**src/rtl/div_seq_32.sv**
```systemverilog
// ============================================================================
// div_seq_32 : iterative signed restoring divider, one quotient bit per cycle
// Revision   : 1.0
// ============================================================================
`default_nettype none

module div_seq_32 #(
    parameter int WIDTH = 32
) (
    input  logic             clock,
    input  logic             reset_n,
    input  logic             ctrl_div,
    input  logic [WIDTH-1:0] operand_a,
    input  logic [WIDTH-1:0] operand_b,
    output logic             busy,
    output logic [WIDTH-1:0] data_result,
    output logic [WIDTH-1:0] data_remainder,
    output logic             data_exception,
    output logic             data_result_rdy
);

    localparam int CNT_W = $clog2(WIDTH);
    localparam logic [CNT_W-1:0] c_last_count = CNT_W'(WIDTH - 1);
    localparam logic [WIDTH-1:0] c_int_min    = {1'b1, {(WIDTH-1){1'b0}}};

    typedef enum logic [1:0] {
        IDLE = 2'd0,
        RUN  = 2'd1,
        DONE = 2'd2
    } state_t;

    state_t r_state;
    state_t w_state_next;

    logic [WIDTH:0]     r_rem;
    logic [WIDTH-1:0]   r_quo;
    logic [WIDTH-1:0]   r_divisor;
    logic [CNT_W-1:0]   r_count;
    logic               r_q_neg;
    logic               r_r_neg;
    logic               r_ovf;
    logic [WIDTH-1:0]   r_result;
    logic [WIDTH-1:0]   r_remainder;
    logic               r_exception;

    logic               w_accept;
    logic               w_div_zero;
    logic               w_last;
    logic [WIDTH-1:0]   w_abs_a;
    logic [WIDTH-1:0]   w_abs_b;
    logic [WIDTH:0]     w_shift;
    logic [WIDTH:0]     w_trial;
    logic [WIDTH:0]     w_rem_next;
    logic [WIDTH-1:0]   w_quo_next;

    assign w_accept   = ctrl_div && (r_state != RUN);
    assign w_div_zero = (operand_b == '0);
    assign w_last     = (r_count == c_last_count);
    assign w_abs_a    = operand_a[WIDTH-1] ? (~operand_a + 1'b1) : operand_a;
    assign w_abs_b    = operand_b[WIDTH-1] ? (~operand_b + 1'b1) : operand_b;

    // R never exceeds |b| <= 2^(WIDTH-1), so its top bit is always zero before the shift
    assign w_shift    = {r_rem[WIDTH-1:0], r_quo[WIDTH-1]};
    assign w_trial    = w_shift - {1'b0, r_divisor};
    assign w_rem_next = w_trial[WIDTH] ? w_shift : w_trial;
    assign w_quo_next = {r_quo[WIDTH-2:0], ~w_trial[WIDTH]};

    always_ff @(posedge clock or negedge reset_n) begin
        if (!reset_n) begin
            r_state <= IDLE;
        end else begin
            r_state <= w_state_next;
        end
    end

    always_comb begin
        w_state_next = r_state;
        case (r_state)
            IDLE, DONE: begin
                if (ctrl_div) begin
                    w_state_next = w_div_zero ? DONE : RUN;
                end else begin
                    w_state_next = IDLE;
                end
            end
            RUN: begin
                if (w_last) begin
                    w_state_next = DONE;
                end
            end
            default: w_state_next = IDLE;
        endcase
    end

    always_ff @(posedge clock or negedge reset_n) begin
        if (!reset_n) begin
            r_rem       <= '0;
            r_quo       <= '0;
            r_divisor   <= '0;
            r_count     <= '0;
            r_q_neg     <= 1'b0;
            r_r_neg     <= 1'b0;
            r_ovf       <= 1'b0;
            r_result    <= '0;
            r_remainder <= '0;
            r_exception <= 1'b0;
        end else if (w_accept) begin
            r_rem     <= '0;
            r_quo     <= w_abs_a;
            r_divisor <= w_abs_b;
            r_count   <= '0;
            r_q_neg   <= operand_a[WIDTH-1] ^ operand_b[WIDTH-1];
            r_r_neg   <= operand_a[WIDTH-1];
            r_ovf     <= (operand_a == c_int_min) && (operand_b == '1);
            if (w_div_zero) begin
                r_result    <= '0;
                r_remainder <= '0;
                r_exception <= 1'b1;
            end
        end else if (r_state == RUN) begin
            r_rem   <= w_rem_next;
            r_quo   <= w_quo_next;
            r_count <= r_count + 1'b1;
            // Results are loaded from the final iteration so they are valid throughout DONE
            if (w_last) begin
                r_result    <= r_q_neg ? (~w_quo_next + 1'b1) : w_quo_next;
                r_remainder <= r_r_neg ? (~w_rem_next[WIDTH-1:0] + 1'b1)
                                       : w_rem_next[WIDTH-1:0];
                r_exception <= r_ovf;
            end
        end
    end

    assign busy            = (r_state == RUN);
    assign data_result_rdy = (r_state == DONE);
    assign data_result     = r_result;
    assign data_remainder  = r_remainder;
    assign data_exception  = r_exception;

endmodule

`default_nettype wire

```
**config.mk**
```make
export PLATFORM = sky130hd
export DESIGN_NAME = div_seq_32
export DESIGN_NICKNAME = d
export VERILOG_FILES = /design/src/rtl/div_seq_32.sv
export SDC_FILE = /design/constraint.sdc
export NUM_CORES = 1
export LEC_CHECK = 0
export CAP_MARGIN = 20
export CORE_MARGIN = 8
export CORE_UTILIZATION = 52
export CTS_CLUSTER_SIZE = 25
export DETAILED_ROUTE_END_ITERATION = 8
export PLACE_DENSITY = 0.77
export SKIP_LAST_GASP = 1
export SYNTH_ARGS = -nofsm -noshare
export SYNTH_HDL_FRONTEND = slang
export SYNTH_SLANG_ARGS = --single-unit
```
**constraint.sdc**
```tcl
create_clock -name clock -period 5.2 [get_ports clock]
set_input_delay 1.56 -clock clock [delete_from_list [all_inputs] [get_ports clock]]
set_output_delay 1.56 -clock clock [all_outputs]
set_load 0.01 [all_outputs]
```
After elaboration in Yosys (flattened, before gate mapping)
Cells that the tools add are included.
{"block": "op_classes", "add_sub_neg": 6, "n_eq_ne": 8, "mux": 26, "n_bitwise": 6, "n_reduce_logical": 8}
{"operator": "two-way mux 32 bit", "count": 16}
{"operator": "adder 32 x 1 -> 32 bit (second input constant)", "count": 4}
{"operator": "inverter 32 bit", "count": 4}
{"operator": "== test 32 bit (second input constant)", "count": 2}
{"operator": "subtractor 33 x 32 -> 33 bit", "count": 1}
{"operator": "logical NOT 32 bit", "count": 1}
{"operator": "two-way mux 5 bit", "count": 2}
{"operator": "two-way mux 2 bit", "count": 3}
{"operator": "inequality test 2 x 1 -> 1 bit (second input constant)", "count": 3}
{"operator": "adder 5 x 1 -> 5 bit (second input constant)", "count": 1}
{"operator": "== test 5 bit (second input constant)", "count": 1}
{"operator": "two-way mux 1 bit", "count": 4}
{"operator": "case mux 2 bit (2 select lines)", "count": 1}
{"operator": "nonzero test 2 bit", "count": 2}
{"operator": "AND reduction 3 bit", "count": 1}
{"operator": "== test 2 x 1 -> 1 bit (second input constant)", "count": 1}
{"operator": "== test 2 bit (second input constant)", "count": 1}
{"operator": "logical AND 1 bit", "count": 2}
{"operator": "logical NOT 2 bit", "count": 1}
{"operator": "OR reduction 2 bit", "count": 1}
{"operator": "inverter 1 bit", "count": 1}
{"operator": "bitwise XOR 1 bit", "count": 1}
{"block": "totals", "reg_bits": 171, "in_bits": 67, "out_inout_bits": 67}

Depth between registers and ports, before layout
Gate-level depths: netlist of the first run.
{"block": "depth", "word_depth": 8, "mapped_depth": 26, "depth_no_buf": 23}

Worst setup path after synthesis of the first run
OpenSTA, ideal clock, no wires.
{"block": "synth_timing", "kind": "register -> register", "startpoint": "register r_quo[31]", "endpoint": "register r_remainder[28], in the netlist data_remainder[28]", "setup_ns": 0.134, "arrival_time_ns": 4.962, "setup_slack_ns": 0.103, "path_stages_with_launch": 27, "path_buffers": 3, "synth_period_minus_slack_ns": 5.097, "path_cell_list": "dfrtp_1 -> inv_1 -> ha_1 -> inv_1 -> fa_1 -> a211oi_2 -> o211ai_2 -> a211oi_2 -> nor4_4 -> nor3_4 -> nor2_8 -> inv_2 -> buf_2 -> buf_1 -> buf_2 -> nor2_1 -> a21oi_1 -> ha_1 -> or3b_2 -> nor2_1 -> nand2_1 -> a21oi_1 -> a31oi_1 -> nand3b_1 -> o31ai_1 -> xnor2_1 -> o21ai_0"}
{"block": "synth_between", "elab_chain_len": 8}
{"element": "from (decl)", "line": "36", "text": "logic [WIDTH-1:0] r_quo;"}
{"element": "from (signal assigned)", "line": "109", "text": "r_quo <= w_abs_a;"}
{"element": "from (signal assigned)", "line": "122", "text": "r_quo <= w_quo_next;"}
{"element": "subtractor 33 x 32 -> 33 bit", "line": "64", "text": "assign w_trial = w_shift - {1'b0, r_divisor};"}
{"element": "two-way mux 32 bit *", "line": "65", "text": "assign w_rem_next = w_trial[WIDTH] ? w_shift : w_trial;"}
{"element": "inverter 32 bit", "line": "127", "text": "r_remainder <= r_r_neg ? (~w_rem_next[WIDTH-1:0] + 1'b1)"}
{"element": "adder 32 x 1 -> 32 bit", "line": "127"}
{"element": "two-way mux 32 bit *", "line": "127"}
{"element": "two-way mux 32 bit *", "line": "125", "text": "if (w_last) begin"}
{"element": "two-way mux 32 bit *", "line": "120", "text": "end else if (r_state == RUN) begin"}
{"element": "two-way mux 32 bit *", "line": "107", "text": "end else if (w_accept) begin"}
{"element": "to (signal assigned)", "line": "127"}
{"element": "to (decl)", "line": "43", "text": "logic [WIDTH-1:0] r_remainder;"}
Every way passes the cells marked *; elsewhere a longest branch is shown, timed or not. The select of a mux whose other input is x is not followed.
A chain may end at the register's enable or synchronous reset.

Worst setup path after layout of the first run
Same ends and word-level chain as after synthesis.

==> metrics.md, run 1 <==
| Metric | Value |
|---|---|
| Reg2Reg Launch Point | r_quo[31]$_DFFE_PN0P_ |
| Tot GR Track Use | 24.6% |
| Nets@finish | 1682 |
| FILL cells | 1993 |
| Worst reg2reg endpoint | data_remainder[28]$_DFFE_PN0P_ |
| DRT Pass-1 Iters | 6 |
| DR iter-0 viols | 1209 |
| Die height | 169 um |
| WS Path Type | reg -> reg |
| Yosys cell types | 79 |
| Clock Pin Slew Worst Setup and Hold Paths | 0.07 ns |
| Worst-Skew Late Latency | 0.43 ns |
| Mean Syn Cell Area | 8.27 sq um |
| CTS H-tree depth | 4 |
| Outcome | finished clean |
| Antenna violations before repair | 1 |
| Die footprint | 28500 sq um |
| Sequential area share after synthesis | 35.2% |
| Synth top area share | 35.2% |
| Slew Viols, Final | 0 |
| Setup TNS | 0 ns |
| ANT cells | 0 |
| Yosys warning count | 0 |
| RSZ-0062 raised after global routing | yes |
| Mapped Cells | 1471 |
| Syn nets | 1578 |
| Worst vdd ir | 0.393 mV |
| Crit path DAT | 5.27 ns |
| Clock root buffer | clkbuf_16 |
| Final setup viols | 0 |
| Bufs on Longest Clock Path | 2 |
| Worst R2R Path Depth | 22 |
| Clk sink count | 171 |
| Fin crit share | 95.4% |
| Hold Crit Class | reg -> reg |
| WHS Path Cells | 2 |
| RePlAce Congestion | 0.934 |
| Reg2Reg Setup Slack | 0.24 ns |
| Setup bufs post-CTS | 0 |
| Average wire per standard cell | 18.6 um |
| DR WL met2 | 15900 um |
| Wl on met1 | 15800 um |
| Port Buffer Count | 133 |
| Total Wirelength | 35500 um |
| Core ar. | 23200 sq um |
| Most common cell in the netlist | o21ai_0 |
| WHS Endpoint | r_divisor[22]$_DFFE_PN0P_ |
| WP data required | 5.51 ns |
| Remaining routing DRC violations | 0 |
| Row cnt | 56 |
| Ys flop type | dfrtp_1 |
| Syn-to-layout area delta | 19.3% |
| Number of gates resized after CTS | 0 |
| Synth top area cells | dfrtp_1 35%, o21ai_0 9.8%, nand2_1 7.1% |
| Seq cells post-synth | 171 |
| Power Density | 802 nW/um^2 |
| Vias | 11600 |
| First-pass GRT wire length | 57000 um |
| Starting Density | 52.5% |
| Number of synthesized flops with an enable pin | 0 |
| Placed insts | 1873 |
| Largest net degree at the start of global routing | 110 |
| Fmax | 202 MHz |
| Top Ports | 134 |
| Slew @ Worst Pin | 1.08 ns |
| Cell accounting for the most synthesized area | dfrtp_1 |
| Final Hold Fails | 0 |
| Post-synth top cells | 237 x o21ai_0, 231 x nand2_1, 171 x dfrtp_1 |
| DR top layer | met5 |
| Layout cell share with drive strength beyond 1 | 7.18% |
| Vias in the first global route | 10800 |
| CP Capture Type | register |
| Ys async rst share | 100% |
| Mapped Area | 12200 sq um |
| GRT overflow | 0 |
| Final Total Pwr | 11600 uW |
| Startpoint class of the critical path | register |
| DR WL met3 | 2910 um |
| LEAKAGE | 0.00608 uW |
| Post-DP HPWL | 26800 um |
| Dpl cell area | 13900 sq um |
| DIE WIDTH | 169 um |
| Worst Clk Skew | 0.0105 ns |
| CTS tree | yes |
| Vias per cell | 6.06 |
| Final Critical Period | 4.96 ns |
| Crit path max fanout | 9 |
| Max Cap Violations | 0 |
| Detail Route Antenna Nets | 0 |
| Cts bufs inserted | 17 |
| Slew Limit Headroom | 28.0% |
| Hold_sp | r_divisor[22]$_DFFE_PN0P_ |
| # hold bufs at CTS | 0 |
| Fin area | 14500 sq um |
| Non-filler cells, final | 1907 |
## worst max-delay path: stages (launching register included)
cell and delay (ns):
dfrtp_1 0.41, inv_1 0.11, ha_1 0.17, inv_1 0.05
fa_1 0.43, a211oi_2 0.33, o211ai_2 0.19, a211oi_4 0.34
nor4_4 0.11, o21a_4 0.28, nor2_8 0.14, inv_2 0.07
a21oi_1 0.21, ha_1 0.22, or3b_2 0.52, nor2_1 0.16
nand2_1 0.07, a21oi_1 0.13, a31oi_1 0.07, nand3b_1 0.29
o31ai_2 0.30, xnor2_1 0.14, o21ai_0 0.09
## state kept, by name, indices dropped and copies added (netlist names)
register	flops
r_quo	32
r_r_neg	1
data_exception	1
r_ovf	1
r_rem	32
r_divisor	32
r_state	2
data_result	32
data_remainder	32
r_q_neg	1
r_count	5
## worst max-delay path by stage
stage | from | to | slack [ns] | cells after the start
4_1_cts | r_quo[31]$_DFFE_PN0P_ | data_remainder[26]$_DFFE_PN0P_ | 0.17 | 20
3_5_place_dp | operand_b[1] | data_remainder[21]$_DFFE_PN0P_ | 0.09 | 14
3_3_place_gp | operand_b[0] | data_remainder[25]$_DFFE_PN0P_ | 0.17 | 14
6_report | r_quo[31]$_DFFE_PN0P_ | data_remainder[28]$_DFFE_PN0P_ | 0.24 | 22
2_1_floorplan | r_quo[31]$_DFFE_PN0P_ | data_remainder[28]$_DFFE_PN0P_ | 0.10 | 26
5_1_grt | r_quo[31]$_DFFE_PN0P_ | data_remainder[24]$_DFFE_PN0P_ | -0.03 | 22
## report_power, final
group / internal [uW] / switching [uW] / leakage (uW)
Clock: 647 / 627 / 0.000286
Sequential: 1890 / 638 / 0.00192
Combinational: 3080 / 4750 / 0.00387
Total: 5620 / 6020 / 0.00608
## metal layers
layer / up-vias / track usage [%]
met5: - / 0
met4: 2 / 8.50
met3: 67 / 4.68
met2: 481 / 37.5
met1: 5536 / 34.4
li1: 5464 / -
## cells by family (layout without fill, tap and decap cells)
| logic type | count (synthesis) | count (layout) | synth area share (%) |
|---|---|---|---|
| simple gates | 491 | 491 | 20.0 |
| fa+ha+maj | 40 | 40 | 4.18 |
| compound gates | 452 | 452 | 22.8 |
| buf+inv | 135 | 252 | 4.35 |
| flops | 171 | 171 | 35.2 |
| xor+xnor | 143 | 143 | 10.3 |
| mux | 39 | 39 | 3.28 |
## cells in the final DEF (no fill, tap or decap), types with 6 or more instances in the layout
cell type,instances
a211oi_1,10
a21o_1,7
a21oi_1,60
and3_1,6
buf_4,28
clkbuf_16,17
clkdlybuf4s50_1,131
dfrtp_1,171
ha_1,39
inv_1,51
mux2_2,7
mux2i_1,32
nand2_1,230
nand2b_1,9
nand3_1,15
nand3b_1,37
nand4_1,16
nor2_1,61
nor3_1,20
nor4_1,15
o21ai_0,237
o21ai_1,16
o21bai_1,7
o31ai_1,37
o41ai_1,15
or2_2,10
or3_1,29
or4_1,18
xnor2_1,52
xor2_1,91
## through the flow
stage	util [%]	setup WS, ns	hold WS [ns]
after floorplan	-	0.103	0.443
after global placement	59.7	0.172	0.461
after detailed placement	59.7	0.0875	0.471
after CTS	62.3	0.171	0.485
after global routing	62.6	-0.0346	0.506
final	62.6	0.241	0.480
## final cells by class
cell class	instances	area, sq um	area share, %
clock buffers	17	425	2.93
clock inverters	15	173	1.19
well taps	319	399	2.75
repair buffers	166	1650	11.3
inverters	54	203	1.40
flip-flops and latches	171	4280	29.5
multi-input cells	1165	7390	50.9
(Power assumes the default switching activity.)
==> inputs of run 2 (changes only) <==
PLACE_DENSITY = default   (was 0.77)
PLACE_DENSITY_LB_ADDON = 0.08   (was default)
==> run 2 against run 1 <==
  * Sequential share of layout area is 0.18 points lower
  * Combinational power hardly changed
  * Non-clock buffer count is 13 higher
  * Power is 0.61% higher
  * Critical path depth is 1 lower
  * First-iteration DRC count is 21% lower
  * Sequential cell count stayed put
  * Critical path type unchanged
  * Critical endpoint is now data_remainder[26]$_DFFE_PN0P_
==> metrics.md, run 2 (synthesized netlist as in run 1, its figures left out) <==
| Metric | Value |
|---|---|
| Setup bufs post-CTS | 0 (unchanged) |
| Slew @ Worst Pin | 1.07 ns (was 1.08 ns) |
| CTS tree | yes (unchanged) |
| Reg2Reg Setup Slack | 0.27 ns (was 0.24 ns) |
| Max Cap Violations | 0 (unchanged) |
| Row cnt | 56 (unchanged) |
| Starting Density | 52.5% (unchanged) |
| Logic gate share of total power | 66.6% (was 67.3%) |
| RePlAce Congestion | 0.952 (was 0.934) |
| Syn-to-layout area delta | 20.1% (was 19.3%) |
| Vias in the first global route | 10400 (was 10800) |
| First-pass GRT wire length | 56700 um (was 57000 um) |
| Internal Pwr Total | 5800 uW (was 5620 uW) |
| Antenna violations before repair | 0 (was 1) |
| Clock power share | 11.7% (was 10.9%) |
| ANT cells | 0 (unchanged) |
| Largest net degree at the start of global routing | 105 (was 110) |
| Bufs on Longest Clock Path | 2 (unchanged) |
| Reg power frac | 21.7% (about the same) |
| Startpoint class of the critical path | register (unchanged) |
| Setup TNS | 0 ns (unchanged) |
| Slew Limit Headroom | 29.0% (was 28.0%) |
| Final Critical Period | 4.93 ns (was 4.96 ns) |
| Outcome | finished clean (unchanged) |
| Die height | 169 um (unchanged) |
| DIE WIDTH | 169 um (unchanged) |
| DRT Pass-1 Iters | 5 (was 6) |
| Vias | 11200 (was 11600) |
| WS Path Type | reg -> reg (unchanged) |
| Power Density | 802 nW/um^2 (about the same) |
| Number of gates resized after CTS | 0 (unchanged) |
| Switch Pwr | 5910 uW (was 6020 uW) |
| Cts bufs inserted | 17 (unchanged) |
| Tot GR Track Use | 24.7% (was 24.6%) |
| WP data required | 5.55 ns (was 5.51 ns) |
| Final Hold Fails | 0 (unchanged) |
| Clock root buffer | clkbuf_16 (unchanged) |
| Fin crit share | 94.7% (was 95.4%) |
| CTS H-tree depth | 4 (unchanged) |
| Critical path endpoint | data_remainder[26]$_DFFE_PN0P_ (was data_remainder[28]$_DFFE_PN0P_) |
| GRT overflow | 0 (unchanged) |
| Net Sw Frac | 50.5% (was 51.7%) |
| Average wire per standard cell | 18.4 um (was 18.6 um) |
| Hold Crit Class | reg -> reg (unchanged) |
| Worst Clk Skew | 0.0166 ns (was 0.0105 ns) |
| CP Capture Type | register (unchanged) |
| Die footprint | 28500 sq um (unchanged) |
| Worst-Skew Late Latency | 0.44 ns (was 0.43 ns) |
| FILL cells | 2057 (was 1993) |
| Remaining routing DRC violations | 0 (unchanged) |
| LEAKAGE | 0.00615 uW (was 0.00608 uW) |
| Worst R2R Path Depth | 21 (was 22) |
| Top Ports | 134 (unchanged) |
| Post-DP HPWL | 26900 um (was 26800 um) |
| Reg2Reg Launch Point | r_quo[31]$_DFFE_PN0P_ (unchanged) |
| Final setup viols | 0 (unchanged) |
| Crit path DAT | 5.28 ns (was 5.27 ns) |
| Layout cell share with drive strength beyond 1 | 7.81% (was 7.18%) |
| Most frequent cells in the layout | 237 x o21ai_0, 230 x nand2_1, 171 x dfrtp_1 (unchanged) |
| Clk sink count | 171 (unchanged) |
| Nets@finish | 1695 (was 1682) |
| Port Buffer Count | 133 (unchanged) |
| Vias per cell | 5.83 (was 6.06) |
| Hold_sp | data_result[1]$_DFFE_PN0P_ (was r_divisor[22]$_DFFE_PN0P_) |
| Core ar. | 23200 sq um (unchanged) |
| Clock Pin Slew Worst Setup and Hold Paths | 0.08 ns (was 0.07 ns) |
| Worst reg2reg endpoint | data_remainder[26]$_DFFE_PN0P_ (was data_remainder[28]$_DFFE_PN0P_) |
| Detail Route Antenna Nets | 0 (unchanged) |
| Slew Viols, Final | 0 (unchanged) |
| Worst vdd ir | 0.379 mV (was 0.393 mV) |
| # hold bufs at CTS | 0 (unchanged) |
| Total Wirelength | 35400 um (was 35500 um) |
| Worst Setup SP | r_quo[31]$_DFFE_PN0P_ (unchanged) |
| RSZ-0062 raised after global routing | no (was yes) |
| Commonest non-fill, non-tap cell in the layout | o21ai_0 (unchanged) |
| DR iter-0 viols | 960 (was 1209) |
| Fmax | 203 MHz (was 202 MHz) |
| Crit path max fanout | 4 (was 9) |
| Final Total Pwr | 11700 uW (was 11600 uW) |
[run 2: cell count changes in the layout (fill, tap and decap cells not counted), moves of 2 or more]
cell and change:
bufinv_16 +2, clkinvlp_4 -2, clkinv_8 -4, buf_4 +14, inv_6 +3, inv_8 +2
[run 2: power groups by stage]
stage	logic [uW]	registers (uW)	clock network (uW)
6_report	7810	2540	1370
5_1_grt	8590	2610	1440
3_3_place_gp	7620	2530	0
2_1_floorplan	5500	2350	0
4_1_cts	7740	2520	1390
3_5_place_dp	7700	2550	0
[run 2: worst max-delay path: stages, from the launching register on]
cell      delay [ns]
dfrtp_1         0.41
inv_1           0.10
ha_1            0.16
inv_1           0.05
fa_1            0.46
a211oi_4        0.31
o211ai_2        0.15
a211oi_2        0.20
buf_4           0.18
nor4_4          0.07
o21a_4          0.26
nor2_8          0.14
inv_2           0.07
mux2i_1         0.23
ha_1            0.21
or3b_2          0.51
nor3b_1         0.38
a32oi_1         0.10
o21ai_0         0.21
buf_4           0.16
mux2_2          0.33
o211ai_1        0.15
[run 2: worst min-delay path by stage]
stage,to,slack (ns),depth (start not counted)
after CTS,data_result[1]$_DFFE_PN0P_,0.48,2
after floorplan,r_count[3]$_DFFE_PN0P_,0.44,1
after global placement,data_remainder[23]$_DFFE_PN0P_,0.46,2
after global routing,r_divisor[15]$_DFFE_PN0P_,0.51,2
final,data_result[1]$_DFFE_PN0P_,0.48,2
after detailed placement,data_result[1]$_DFFE_PN0P_,0.47,2
[run 2: through the flow]
step | util [%] | hold slack, ns | cells | setup WS, ns | instance area (sq um)
2_1_floorplan | - | 0.443 | 1471 | 0.103 | 12200
3_3_place_gp | 60.1 | 0.462 | 1886 | 0.155 | 13900
3_5_place_dp | 60.1 | 0.466 | 1886 | 0.0893 | 13900
4_1_cts | 62.8 | 0.483 | 1918 | 0.272 | 14600
5_1_grt | 63.0 | 0.507 | 1920 | 0.0263 | 14600
6_report | 63.0 | 0.478 | 1920 | 0.275 | 14600
[run 2: area by class of cell]
cell class,count,area [sq um],area share [%]
sequential,171,4280,29.3
inverter,54,203,1.39
clock inverter,14,188,1.28
clock buffer,18,439,3.01
timing repair buffer,179,1720,11.8
tap,319,399,2.73
multi-input combinational,1165,7380,50.5
[run 2: layer usage]
layer | up-vias | GRT usage, % | share of wire [%]
met5 | - | 0 | 0
met4 | 0 | 7.61 | 2.1
met3 | 42 | 4.29 | 5.8
met2 | 331 | 36.8 | 44
met1 | 5337 | 35.9 | 48
li1 | 5489 | - | -
